==> src/rtl/rgb_gray_pkg.sv <==
// Shared types and coefficient helpers for the RGB-to-gray stream.
// Coefficients are Q0.coef_w, and each gray set sums to exactly 2^coef_w.
package rgb_gray_pkg;

  localparam int unsigned MODE_W = 2;

  typedef enum logic [MODE_W-1:0] {
    MODE_BT601 = 2'd0,
    MODE_BT709 = 2'd1,
    MODE_AVG   = 2'd2,
    MODE_PASS  = 2'd3
  } mode_t;

  typedef struct packed {
    logic [31:0] cr;
    logic [31:0] cg;
    logic [31:0] cb;
  } coef_t;

  // Rounds num/den into a Q0.coef_w fraction.
  function automatic logic [31:0] scale(longint unsigned num, longint unsigned den,
                                        int unsigned coef_w);
    return 32'(((num << coef_w) + den / 64'd2) / den);
  endfunction

  function automatic logic [31:0] coef_bt601_r(int unsigned coef_w);
    return scale(64'd299, 64'd1000, coef_w);
  endfunction

  function automatic logic [31:0] coef_bt601_g(int unsigned coef_w);
    return scale(64'd587, 64'd1000, coef_w);
  endfunction

  function automatic logic [31:0] coef_bt709_r(int unsigned coef_w);
    return scale(64'd2126, 64'd10000, coef_w);
  endfunction

  function automatic logic [31:0] coef_bt709_g(int unsigned coef_w);
    return scale(64'd7152, 64'd10000, coef_w);
  endfunction

  // Blue absorbs the rounding residue so the set always sums to 2^coef_w.
  function automatic coef_t coef_of(mode_t m, int unsigned coef_w);
    logic [31:0] one;
    coef_t       c;
    one = 32'(64'd1 << coef_w);
    c   = '0;
    case (m)
      MODE_BT601: begin
        c.cr = coef_bt601_r(coef_w);
        c.cg = coef_bt601_g(coef_w);
      end
      MODE_BT709: begin
        c.cr = coef_bt709_r(coef_w);
        c.cg = coef_bt709_g(coef_w);
      end
      MODE_AVG: begin
        c.cr = one / 32'd3;
        c.cg = one - 32'd2 * c.cr;
      end
      default: ;
    endcase
    if (m != MODE_PASS) c.cb = one - c.cr - c.cg;
    return c;
  endfunction

endpackage

==> src/rtl/rgb_gray_stage.sv <==
// Generic valid/ready register slice; loads when empty or when its content leaves.
module rgb_gray_stage #(
  parameter int unsigned W = 8
) (
  input  logic         clk,
  input  logic         rst_n,
  input  logic         in_valid,
  output logic         in_ready_c,
  input  logic [W-1:0] in_data,
  output logic         out_valid,
  input  logic         out_ready,
  output logic [W-1:0] out_data
);

  assign in_ready_c = !out_valid || out_ready;

  // Payload only changes on a real load, so it holds while idle or stalled.
  always_ff @(posedge clk or negedge rst_n) begin
    if (!rst_n) begin
      out_valid <= 1'b0;
      out_data  <= '0;
    end else if (in_ready_c) begin
      out_valid <= in_valid;
      if (in_valid) out_data <= in_data;
    end
  end

endmodule

==> src/rtl/rgb_gray_stream.sv <==
// Two-stage pipelined RGB-to-gray converter on valid/ready streams.
// Define RGB_GRAY_ROUND_EN for round-half-up with saturation instead of truncation.
module rgb_gray_stream
  import rgb_gray_pkg::*;
#(
  parameter int unsigned DATA_W = 8,
  parameter int unsigned COEF_W = 8
) (
  input  logic              clk,
  input  logic              rst_n,
  input  logic              in_valid,
  output logic              in_ready,
  input  logic [DATA_W-1:0] in_r,
  input  logic [DATA_W-1:0] in_g,
  input  logic [DATA_W-1:0] in_b,
  input  logic [1:0]        in_mode,
  output logic              out_valid,
  input  logic              out_ready,
  output logic [DATA_W-1:0] out_r,
  output logic [DATA_W-1:0] out_g,
  output logic [DATA_W-1:0] out_b
);

  localparam int unsigned PROD_W = DATA_W + COEF_W;
  localparam int unsigned SUM_W  = DATA_W + COEF_W + 2;
  localparam int unsigned S1_W   = 3 * PROD_W + 1;
  localparam int unsigned S2_W   = 3 * DATA_W;

  localparam coef_t C_BT601 = coef_of(MODE_BT601, COEF_W);
  localparam coef_t C_BT709 = coef_of(MODE_BT709, COEF_W);
  localparam coef_t C_AVG   = coef_of(MODE_AVG, COEF_W);

  mode_t             mode;
  coef_t             coef;
  logic              pass;
  logic [PROD_W-1:0] pr, pg, pb;

  // Passthrough reuses the product fields with raw channels pre-shifted by COEF_W.
  always_comb begin
    mode = mode_t'(in_mode);
    pass = (mode == MODE_PASS);
    coef = '0;
    case (mode)
      MODE_BT601: coef = C_BT601;
      MODE_BT709: coef = C_BT709;
      MODE_AVG:   coef = C_AVG;
      default:    coef = '0;
    endcase
    if (pass) begin
      pr = PROD_W'(in_r) << COEF_W;
      pg = PROD_W'(in_g) << COEF_W;
      pb = PROD_W'(in_b) << COEF_W;
    end else begin
      pr = PROD_W'(in_r) * PROD_W'(coef.cr);
      pg = PROD_W'(in_g) * PROD_W'(coef.cg);
      pb = PROD_W'(in_b) * PROD_W'(coef.cb);
    end
  end

  logic            s1_valid, s2_ready;
  logic [S1_W-1:0] s1_data;

  rgb_gray_stage #(.W(S1_W)) u_s1 (
    .clk        (clk),
    .rst_n      (rst_n),
    .in_valid   (in_valid),
    .in_ready_c (in_ready),
    .in_data    ({pass, pr, pg, pb}),
    .out_valid  (s1_valid),
    .out_ready  (s2_ready),
    .out_data   (s1_data)
  );

  logic              s1_pass;
  logic [PROD_W-1:0] s1_pr, s1_pg, s1_pb;
  logic [SUM_W-1:0]  sum, sum_adj, shifted;
  logic [SUM_W-DATA_W-1:0] gray_hi;
  logic [DATA_W-1:0] gray;
  logic [S2_W-1:0]   s2_in;

  assign s1_pass = s1_data[S1_W-1];
  assign s1_pr   = s1_data[3*PROD_W-1 -: PROD_W];
  assign s1_pg   = s1_data[2*PROD_W-1 -: PROD_W];
  assign s1_pb   = s1_data[PROD_W-1 -: PROD_W];

  assign sum = SUM_W'(s1_pr) + SUM_W'(s1_pg) + SUM_W'(s1_pb);

`ifdef RGB_GRAY_ROUND_EN
  assign sum_adj = sum + (SUM_W'(1) << (COEF_W - 1));
`else
  assign sum_adj = sum;
`endif

  assign shifted = sum_adj >> COEF_W;
  assign gray_hi = shifted[SUM_W-1:DATA_W];

`ifdef RGB_GRAY_ROUND_EN
  assign gray = (|gray_hi) ? '1 : shifted[DATA_W-1:0];
`else
  assign gray = shifted[DATA_W-1:0];

  // Coefficients sum to 2^COEF_W, so the truncated result never exceeds DATA_W bits.
  a_gray_fits: assert property (@(posedge clk) disable iff (!rst_n)
    (s1_valid && !s1_pass) |-> (gray_hi == '0));
`endif

  assign s2_in = s1_pass ? {s1_pr[PROD_W-1:COEF_W], s1_pg[PROD_W-1:COEF_W], s1_pb[PROD_W-1:COEF_W]}
                         : {gray, gray, gray};

  logic [S2_W-1:0] s2_data;

  rgb_gray_stage #(.W(S2_W)) u_s2 (
    .clk        (clk),
    .rst_n      (rst_n),
    .in_valid   (s1_valid),
    .in_ready_c (s2_ready),
    .in_data    (s2_in),
    .out_valid  (out_valid),
    .out_ready  (out_ready),
    .out_data   (s2_data)
  );

  assign out_r = s2_data[3*DATA_W-1 -: DATA_W];
  assign out_g = s2_data[2*DATA_W-1 -: DATA_W];
  assign out_b = s2_data[DATA_W-1 -: DATA_W];

endmodule

==> config.mk <==
export PLATFORM = sky130hd
export DESIGN_NAME = rgb_gray_stream
export DESIGN_NICKNAME = d
export VERILOG_FILES = /design/src/rtl/rgb_gray_pkg.sv /design/src/rtl/rgb_gray_stage.sv /design/src/rtl/rgb_gray_stream.sv
export SDC_FILE = /design/constraint.sdc
export NUM_CORES = 1
export LEC_CHECK = 0
export ABC_AREA = 1
export CAP_MARGIN = 20
export CELL_PAD_IN_SITES_DETAIL_PLACEMENT = 2
export CELL_PAD_IN_SITES_GLOBAL_PLACEMENT = 2
export CORE_MARGIN = 3
export CORE_UTILIZATION = 40
export DETAILED_ROUTE_END_ITERATION = 6
export PLACE_DENSITY_LB_ADDON = 0.15
export SYNTH_ARGS = -nofsm -noshare
export SYNTH_HDL_FRONTEND = slang
export SYNTH_SLANG_ARGS = --single-unit
export TNS_END_PERCENT = 20
==> constraint.sdc <==
create_clock -name clk -period 6.34 [get_ports clk]
set_clock_uncertainty 0.1 [all_clocks]
set_input_delay 1.902 -clock clk [delete_from_list [all_inputs] [get_ports clk]]
set_output_delay 1.902 -clock clk [all_outputs]
set_load 0.01 [all_outputs]
==> results of run 1 <==
logic make-up after synthesis:
kind of cell               Yosys count  share of synthesized area
and+or+nand+nor                    458                      0.196
buffers and inverters              288                      0.115
adders and majority gates          230                      0.375
AOI/OAI and AO/OA                  175                      0.107
DFF                                 75                      0.197
xor gates and xnor gates            12                     0.0110
per-stage QoR:
| step | instances | setup TNS [ps] | util | setup slack [ps] | hold slack [ps] |
|---|---|---|---|---|---|
| floorplan | 1238 | 0 | - | 237 | 353 |
| global placement | 1697 | -3890 | 0.488 | -292 | 373 |
| detailed placement | 1697 | -14050 | 0.488 | -758 | 398 |
| CTS | 1716 | -20.1 | 0.508 | -11.6 | 439 |
repair_timing:
item,CTS
endpoints found under the setup margin,25
pin swaps,9
setup buffers,3
resized for setup,39
==> flow_metrics.env, run 1 <==
export IMPL_ioPinCount=56
export IMPL_io_buffers=55
export IMPL_yosysWarningCount=0
export IMPL_tool_error="[ERROR DPL-0033] detailed placement checks failed during check placement."
export IMPL_synth_edff_count=0
export IMPL_cts_sinks=75
export IMPL_synth_avg_cell_area_sq_um=7.71
export IMPL_synthFlopType="dfrtp_1"
export IMPL_placed_cell_area_sq_um=11300
export IMPL_antenna_found_initial=1
export IMPL_clock_path_buffers=2
export IMPL_postGrtWorstEndpoint="u_s1.out_data[14]$_DFFE_PN0P_/D"
export IMPL_hold_buffers=0
export IMPL_initial_core_util=0.414
export IMPL_rows=55
export IMPL_synth_distinct_cells=42
export IMPL_status="aborted with a tool error"
export IMPL_die_x_um=160
export IMPL_die_h_um=160
export IMPL_syn_inst=1238
export IMPL_gp_congestion=0.861
export IMPL_synthTopCellsByCount="262 x nand2_1, 256 x inv_1, 137 x ha_1, 117 x nor2_1, 93 x fa_1"
export IMPL_h_tree_depth=3
export IMPL_synth_area_leaders="dfrtp_1 20%, fa_1 20%, ha_1 18%"
export IMPL_yosysTopAreaCell="dfrtp_1"
export IMPL_ys_seq_area_frac=0.197
export IMPL_syn_num_nets=1498
export IMPL_endpoint_type="register input"
export IMPL_ys_ff_latch=75
export IMPL_clockRootBuffer="clkbuf_16"
export IMPL_synth_async_sr_flop_share=1.00
export IMPL_synth_top_cell_area_share=0.197
export IMPL_hpwl_mm=34.9
export IMPL_cts_buffers=9
export IMPL_grt_max_degree=76
export IMPL_synth_area_sq_um=9550
export IMPL_haltStage="global routing"
export IMPL_yosysMostFrequentCell="nand2_1"
==> run 2: changes to the inputs <==
- CELL_PAD_IN_SITES_DETAIL_PLACEMENT: 2 -> unset
- CELL_PAD_IN_SITES_GLOBAL_PLACEMENT: 2 -> unset
- CORE_UTILIZATION: 40 -> 33
==> run 2 against run 1 <==
The flow now finishes without violations. Area after synthesis unchanged. Synthesized cell count unchanged.
==> flow_metrics.env, run 2 <==
export IMPL_synth_distinct_cells=42
export IMPL_grt_overflow=0
export IMPL_worstSetupStartpointType="primary input"
export IMPL_synth_async_sr_flop_share=1.00
export IMPL_diodes=0
export IMPL_final_util=0.413
export IMPL_max_flop_register="u_s1.out_data"
export IMPL_ant_nets=0
export IMPL_cts_setup_buffers=0
export IMPL_ys_seq_area_frac=0.197
export IMPL_grt_usage=0.181
export IMPL_syn_inst=1238
export IMPL_h_tree_depth=3
export IMPL_status="completed"
export IMPL_largest_reg_flops=49
export IMPL_remaining_drc_errors=0
export IMPL_initial_core_util=0.339
export IMPL_worstPathRequired_ps=6510
export IMPL_dp_cells=1753
export IMPL_first_pass_iters=5
export IMPL_grt_max_degree=76
export IMPL_clock_path_buffers=2
export IMPL_peakVddDrop_mv=0.162
export IMPL_antenna_found_initial=0
export IMPL_ioPinCount=56
export IMPL_hold_viol_final=0
export IMPL_yosysTopAreaCell="dfrtp_1"
export IMPL_rsz0062_at_grt="no"
export IMPL_drtIter0Drc=431
export IMPL_routed_via_count=8174
export IMPL_die_x_um=176
export IMPL_min_period_over_period=0.946
export IMPL_fin_cells=1769
export IMPL_comb_power_share=0.674
export IMPL_cp_max_fo=3
export IMPL_nets=1646
export IMPL_viasPerCell=4.62
export IMPL_clock_latency_ps=350
export IMPL_synth_area_sq_um=9550
export IMPL_yosysMostFrequentCell="nand2_1"
export IMPL_routedWlPerCell_um=15.0
export IMPL_grt_pass1_wl_mm=44.5
export IMPL_fp_dieArea_sq_um=31000
export IMPL_area_delta_synth_final_pct=21.8
export IMPL_min_path_type="reg2reg"
export IMPL_cp_end_kind="flop"
export IMPL_slew_viol_final=0
export IMPL_synthFlopType="dfrtp_1"
export IMPL_synth_edff_count=0
export IMPL_wirelength_mm=26.6
export IMPL_gp_congestion=0.874
export IMPL_ys_ff_latch=75
export IMPL_final_setup_viol_count=0
export IMPL_clockRootBuffer="clkbuf_16"
export IMPL_mostFrequentLayoutCells="261 x nand2_1, 254 x inv_1, 133 x ha_1"
export IMPL_worstPathArrival_ps=6160
export IMPL_switching_power_uw=2030
export IMPL_cts_sinks=75
export IMPL_synth_avg_cell_area_sq_um=7.71
export IMPL_core_sq_um=28200
export IMPL_synthTopCellsByCount="262 x nand2_1, 256 x inv_1, 137 x ha_1, 117 x nor2_1, 93 x fa_1"
export IMPL_drive_gt1_frac=0.109
export IMPL_reg2reg_setup_slack_ps=3830
export IMPL_clock_fmax_ghz=0.167
export IMPL_final_common_cell="nand2_1"
export IMPL_finalCriticalPeriod_ps=5990
export IMPL_power_density_nw_per_um2=365
export IMPL_worst_slew_pin_slew_ps=975
export IMPL_reg_largest_list="u_s1.out_data (49), u_s2.out_data (24)"
export IMPL_power_leakage_uw=0.00661
export IMPL_synth_area_leaders="dfrtp_1 20%, fa_1 20%, ha_1 18%"
export IMPL_clkPwrFrac=0.121
export IMPL_slew_headroom=0.350
export IMPL_max_cap_viol_count=0
export IMPL_switching_share=0.480
export IMPL_syn_num_nets=1498
export IMPL_critPathKind="in2reg"
export IMPL_synth_top_cell_area_share=0.197
export IMPL_rows=61
export IMPL_path_clk_slew_ps=60
export IMPL_yosysWarningCount=0
export IMPL_hold_ws_ps=395
export IMPL_cts_buffers=9
export IMPL_first_global_vias=8261
export IMPL_die_h_um=176
export IMPL_cts_tree="built"
export IMPL_io_buffers=55
export IMPL_intPower_uw=2210
export IMPL_p_seq_frac=0.204
export IMPL_hpwl_mm=22.5
[run 2: cell counts after synthesis]
Identical to the previous run, type by type.
[run 2: per-stage QoR]
step	setup slack (ps)	TNS [ps]	area (sq um)	power (uW)
3_5_place_dp	-380	-6000	11300	3700
2_1_floorplan	237	0	9550	2650
4_1_cts	0.397	0	11600	4240
6_report	345	0	11600	4240
5_1_grt	94.3	0	11600	4710
3_3_place_gp	-294	-4620	11300	3680
[run 2: timing repair]
action | 4_1_cts | 5_1_grt
setup endpoints to repair | 0 | 24
gates resized for setup | 0 | 16
hold buffers | 0 | 0
[run 2: worst paths after layout]
kind	cells past startpoint	start	endpoint
hold / removal	2	u_s1.out_data[0]	u_s1.out_data[0]
setup / recovery	21	in_b[7]	u_s1.out_data[14]
setup reg to reg	11	u_s1.out_data[40]	u_s2.out_data[21]
min in group asynchronous	1	rst_n	u_s1.out_data[5]
hold reg to reg	2	u_s1.out_data[0]	u_s1.out_data[0]
max in group asynchronous	1	rst_n	u_s2.out_data[8]
[run 2: layout make-up]
class,count,area [sq um]
repair buffers,165,1380
inverters,260,978
clock buffers,10,239
clock inverters,6,48.8
well taps,378,473
fillers,2859,16500
multi-input cells,875,6630
flip-flops and latches,75,1880
[run 2: power by group through the flow]
| stage | Combinational (uW) | Clock (uW) | Sequential [uW] |
|---|---|---|---|
| floorplan | 1830 | 0 | 824 |
| finish | 2860 | 513 | 867 |
| global placement | 2810 | 0 | 877 |
| global route | 3270 | 546 | 893 |
| detailed placement | 2820 | 0 | 878 |
| CTS | 2840 | 528 | 871 |
[run 2: metal layers]
layer | track usage | vias up | wire length [um]
met5 | 0 | - | 0
met3 | 0.0176 | 20 | 703
met1 | 0.265 | 3858 | 13400
met4 | 0.0426 | 0 | 447
met2 | 0.290 | 118 | 12000
li1 | - | 4178 | -
[run 2: kinds of logic (layout without fill, tap and decap cells)]
logic type | count (synthesis) | count (layout) | synth area share
AO/OA/AOI/OAI | 175 | 175 | 0.107
XOR/XNOR | 12 | 12 | 0.0110
flip-flops | 75 | 75 | 0.197
adder cells (fa/ha/maj) | 230 | 230 | 0.375
buffers and inverters | 288 | 441 | 0.115
AND/OR/NAND/NOR | 458 | 458 | 0.196
[run 2: worst max-delay path, cell delays in order]
cell and delay [ps]:
clkdlybuf4s50_1 490, inv_1 60, nor2_1 120, inv_1 80
fa_1 550, fa_1 560, inv_1 60, fa_1 520
inv_1 50, fa_1 520, inv_1 40, ha_1 320
a21oi_1 190, nor2_1 70, nor2_1 130, nand2_1 80
nand2_1 80, nand3b_1 90, nand2_1 70, nand2_1 50
o21bai_1 130
Power figures use the tool's default switching activity.
==> variant 1, RTL diff (settings of run 2) <==
The option `RGB_GRAY_ROUND_EN` is turned on by a define.
--- a/src/rtl/rgb_gray_stream.sv
+++ b/src/rtl/rgb_gray_stream.sv
@@ -1,5 +1,7 @@
 // Two-stage pipelined RGB-to-gray converter on valid/ready streams.
 // Define RGB_GRAY_ROUND_EN for round-half-up with saturation instead of truncation.
+`define RGB_GRAY_ROUND_EN
+
 module rgb_gray_stream
   import rgb_gray_pkg::*;
 #(
Behaviour: not the same (Yosys sat finds a counterexample within 4 cycles, from zero or initial values and one cycle with rst_n low).
==> variant 1 against run 2 <==
- worst setup slack got worse by 93 ps
- wire length rose by 2.8%
- power rose by 17%
- cell area rose by 3.7%
- critical path depth fell by 1
- sequential cell count did not move
- maximum frequency fell by 1.5%
- first-iteration DRC count rose by 19%
- synthesized area rose by 2.7%
- die area rose by 2.6%
==> variant 1: results (changes against run 2) <==
ranking of synthesized cells by area=ha_1 19%, fa_1 19%, dfrtp_1 19%, nand2_1 10%, inv_1 9.8%; gpl congestion=0.831 (-4.8%); RR Startpoint=u_s1.out_data[11]; DRT iter0 DRCs=515 (+19%); placed inst area=11700 µm² (+3.9%); diode count=0 (unchanged); met1 usage=27.4% (+0.89 points); global routing usage on met3=1.96% (+0.19 points); Fill cells=3062 (+7.1%); synthesis warning total=0 (unchanged); synth cell count leaders=263 x nand2_1, 256 x inv_1, 152 x ha_1; antenna violations before repair=0 (unchanged); Post-synth EDFFs=0 (unchanged); worst-margin pin slew=988 ps (+13.1 ps); Synthesized Nets=1528 (+2.0%); buffer levels on the longest clock path=2 (unchanged); aggregate global-route resource usage=18.0% (-0.13 points); WP data arrival=6220 ps (+60 ps); ys flop type=dfrtp_1; biggest regs=u_s1.out_data: 49 flops, u_s2.out_data: 24 flops; Post-DP HPWL=23300 µm (+3.6%); Worst Setup SP=in_mode[1]; count of cell types in the netlist=41 (-2.4%); clock-pin slew on the worst setup and hold paths=60 ps (about the same); Worst Path Max Fanout=11 (+8); proportion of layout cells with a drive suffix above 1=12.0% (+1.1 points); largest net degree at the start of global routing=76 (unchanged); sequential fraction of the synthesis area=19.1% (-0.52 points); post-layout net count=1700 (+3.3%); # port buffers=55 (unchanged); Worst-Skew Late Latency=340 ps; launch point of the worst hold path=u_s1.out_data[32]; first-pass GRT wire length=45000 µm (+0.99%); asr flop ratio synth=100% (unchanged); status=finished clean; met2 usage=27.8% (-1.1 points); Peak supply drop=0.302 mV (+87%); Hold WC Path Type=flip-flop to flip-flop; drt pass-1 iters=5 (unchanged); Root Buffer=clkbuf_16; count leader, synth=nand2_1; H-tree lvl count=3 (unchanged); vias post-DR=8367 (+2.4%); P_leak=6.80 nW (+2.8%); final wirelength=27300 µm (+2.8%); Num CTS Buffers=9 (unchanged)
==> variant 1: changes by cell type in the layout (fill, tap and decap cells not counted), sizes merged, moves of 9 or more <==
cell / change
ha: +15
nand3: -13
a21oi: +11
o21ai: -9
nand4: +9
buf: +25
o211ai: +9
==> variant 1: cell type report <==
type	instances	area share [%]
flip-flops and latches	75	15.6
repair buffers	190	13.0
inverters	258	8.04
clock inverters	7	0.488
clock buffers	9	1.87
well taps	384	3.99
multi-input cells	890	57.1
==> variant 1: cell families after synthesis <==
| kind of cell | synth area share, % |
|---|---|
| adders and majority gates | 38.6 |
| buffers and inverters | 11.2 |
| AOI/OAI and AO/OA | 11.1 |
| and+or+nand+nor | 18.1 |
| xor gates and xnor gates | 1.88 |
| DFF | 19.1 |
==> variant 1: report_power, final <==
group	switching, mW	internal [mW]
combinational	2.05	1.53
sequential	0.199	0.668
clock	0.221	0.270
total	2.47	2.47
==> variant 1: metal layers <==
layer	vias to the layer above	part of all wire (%)
li1	4307	-
met1	3938	53
met2	107	44
met3	15	2.5
met4	0	1.0
met5	-	0
==> variant 1: worst paths after layout <==
path	endpoint	slack (ps)	cells after the start
max reg2reg	u_s2.out_data[12]	3240	15
max in group asynchronous	u_s1.out_data[35]	3870	1
min	u_s1.out_data[32]	400	2
min reg2reg	u_s1.out_data[32]	400	2
max	u_s1.out_data[15]	250	20
min in group asynchronous	u_s1.out_data[19]	1590	1
==> variant 1: critical path, stage by stage <==
cell and delay (ps):
dlygate4sd2_1 270, inv_1 100, ha_1 220, buf_4 190
nand2_1 70, inv_1 50, fa_1 500, fa_1 520
fa_1 550, inv_1 50, fa_1 530, inv_1 40
ha_1 340, a21o_1 230, a21boi_0 210, o211ai_1 130
nand2_1 70, nand2_1 80, nand2_1 100, nand2_1 50
==> variant 1: timing repair <==
action	CTS	global route
endpoints found under the setup margin	17	16
buffers inserted	0	1
resized for setup	5	12
pin swaps	0	1
==> variant 1: stage by stage <==
| stage | utilization, % | cells | worst slack (ps) |
|---|---|---|---|
| global route | 41.5 | 1813 | -34.5 |
| CTS | 41.4 | 1812 | 162 |
| detailed placement | 40.4 | 1796 | -449 |
| finish | 41.5 | 1813 | 252 |
| global placement | 40.4 | 1796 | -395 |
| floorplan | - | 1252 | 92.4 |
==> variant 2, RTL diff (config.mk and constraints of run 2) <==
Without the edit above. Add an input register stage for `in_mode`, without a reset; this delays it by one clock. The other inputs are not delayed to match.
--- a/src/rtl/rgb_gray_stream.sv
+++ b/src/rtl/rgb_gray_stream.sv
@@ -30,6 +30,12 @@
   localparam coef_t C_BT709 = coef_of(MODE_BT709, COEF_W);
   localparam coef_t C_AVG   = coef_of(MODE_AVG, COEF_W);
 
+  logic [1:0] in_mode_q;
+
+  always_ff @(posedge clk) begin
+    in_mode_q <= in_mode;
+  end
+
   mode_t             mode;
   coef_t             coef;
   logic              pass;
@@ -37,7 +43,7 @@
 
   // Passthrough reuses the product fields with raw channels pre-shifted by COEF_W.
   always_comb begin
-    mode = mode_t'(in_mode);
+    mode = mode_t'(in_mode_q);
     pass = (mode == MODE_PASS);
     coef = '0;
     case (mode)
Function: changed (Yosys sat finds a counterexample within 4 cycles, from zero or initial values and one cycle with rst_n low).
==> variant 2 against run 2 <==
- wire length decreased by 0.85%
- cell count decreased by 4.7%
- cell area decreased by 4.7%
- worst setup slack improved by 19 ps
- power decreased by 1.6%
- critical endpoint unchanged
- via count decreased by 3.1%
- sequential cell count increased by 2
- largest power group unchanged
- sequential share of layout area increased by 1.2 points
- global-route usage decreased by 0.23 points
- synthesized area increased by 0.58%
==> variant 2: results (changes against run 2) <==
status=finished clean; RR Startpoint=in_mode_q[0]; XOR/XNOR share of the synthesized area=1.09% (-0.0063 points); Routed WL per cell=15.6 µm (+4.1%); clock-pin slew on the worst setup and hold paths=70 ps; DP Worst Slack=1.26 ps (+381 ps); synth cell count leaders=262 x nand2_1, 254 x inv_1, 137 x ha_1; proportion of layout cells with a drive suffix above 1=4.67% (-6.3 points); sequential fraction of the synthesis area=20.0% (+0.30 points); Synthesized Nets=1500 (+0.13%); r2r setup slk=1220 ps (-2610 ps); sw frac=48.0% (about the same); DRT iter0 DRCs=345 (-20%); Worst Path Max Fanout=4 (+1); CTS-repair resized insts=0 (unchanged); met2 usage=30.1% (+1.2 points); Post-DP HPWL=21900 µm (-2.7%); Fill cells=3021 (+5.7%); RR Endpoint=u_s1.out_data[40]; post-synthesis adder-cell area fraction=37.2% (-0.21 points); gpl congestion=0.908 (+4.0%); H-tree lvl count=3 (unchanged); Critical Path End=u_s1.out_data[14]; reg2reg path depth=17 (+6); slew margin rel.=42.2% (+7.2 points); post-layout net count=1562 (-5.1%); asr flop ratio synth=97.4% (-2.6 points); vias in the first global route=8237 (-0.29%); synthesis warning total=0 (unchanged); Num CTS Buffers=9 (unchanged); Setup WS post-layout=365 ps (+19.4 ps); P_leak=6.24 nW (-5.7%); WP data arrival=6150 ps (about the same); aggregate global-route resource usage=17.9% (-0.23 points); compound-gate portion of the synthesized area=10.6% (-0.13 points); global routing usage on met3=1.70% (-0.065 points); met1 usage=24.7% (-1.8 points); Peak supply drop=0.164 mV (+1.4%); count of cell types in the netlist=44 (+4.8%); first-pass GRT wire length=43800 µm (-1.7%); biggest regs=u_s1.out_data: 49 flops, u_s2.out_data: 24 flops, in_mode_q: 2 flops; Hold WC Path Type=flip-flop to flip-flop; ranking of synthesized cells by area=dfrtp_1 20%, fa_1 19%, ha_1 18%, nand2_1 10%, inv_1 9.9%; number of vias per cell=4.70 (+1.7%)
variant 2: cell types whose count changed in the layout (fill, tap and decap cells not counted), moves of 3 or more:
cell,run 2,this run
ha_4,3,0
ha_1,133,137
bufinv_16,0,4
buf_4,110,24
variant 2: final cells by class:
cell class | instances | share of cell area, %
well taps | 378 | 4.27
flip-flops and latches | 77 | 17.3
clock inverters | 6 | 1.21
repair buffers | 79 | 6.75
inverters | 258 | 8.77
clock buffers | 10 | 2.16
multi-input cells | 877 | 59.5
variant 2: per-layer routing:
| layer | share of wire (%) | wire length (µm) |
|---|---|---|
| met1 | 49 | 12900 |
| met2 | 47 | 12400 |
| met3 | 1.9 | 513 |
| met4 | 1.9 | 511 |
| met5 | 0 | 0 |
variant 2: worst min-delay path, cell delays in order (launching register included):
cell	delay (ps)
dfrtp_1	350
nand2_1	50
nand2_1	60
variant 2: power groups by stage:
stage | logic [mW] | registers [mW] | clock network, mW
floorplan | 1.85 | 0.839 | 0
global placement | 2.61 | 0.893 | 0
detailed placement | 2.61 | 0.894 | 0
CTS | 2.63 | 0.886 | 0.681
global route | 3.01 | 0.909 | 0.700
finish | 2.62 | 0.885 | 0.668
variant 2: per-stage QoR:
step / hold slack (ps) / power [mW] / util [%] / instance area [µm²] / cells
global placement: 383 / 3.50 / 37.8 / 10700 / 1668
CTS: 399 / 4.20 / 39.1 / 11000 / 1684
floorplan: 353 / 2.69 / - / 9600 / 1240
detailed placement: 384 / 3.50 / 37.8 / 10700 / 1668
global route: 412 / 4.62 / 39.2 / 11100 / 1685
finish: 394 / 4.17 / 39.2 / 11100 / 1685
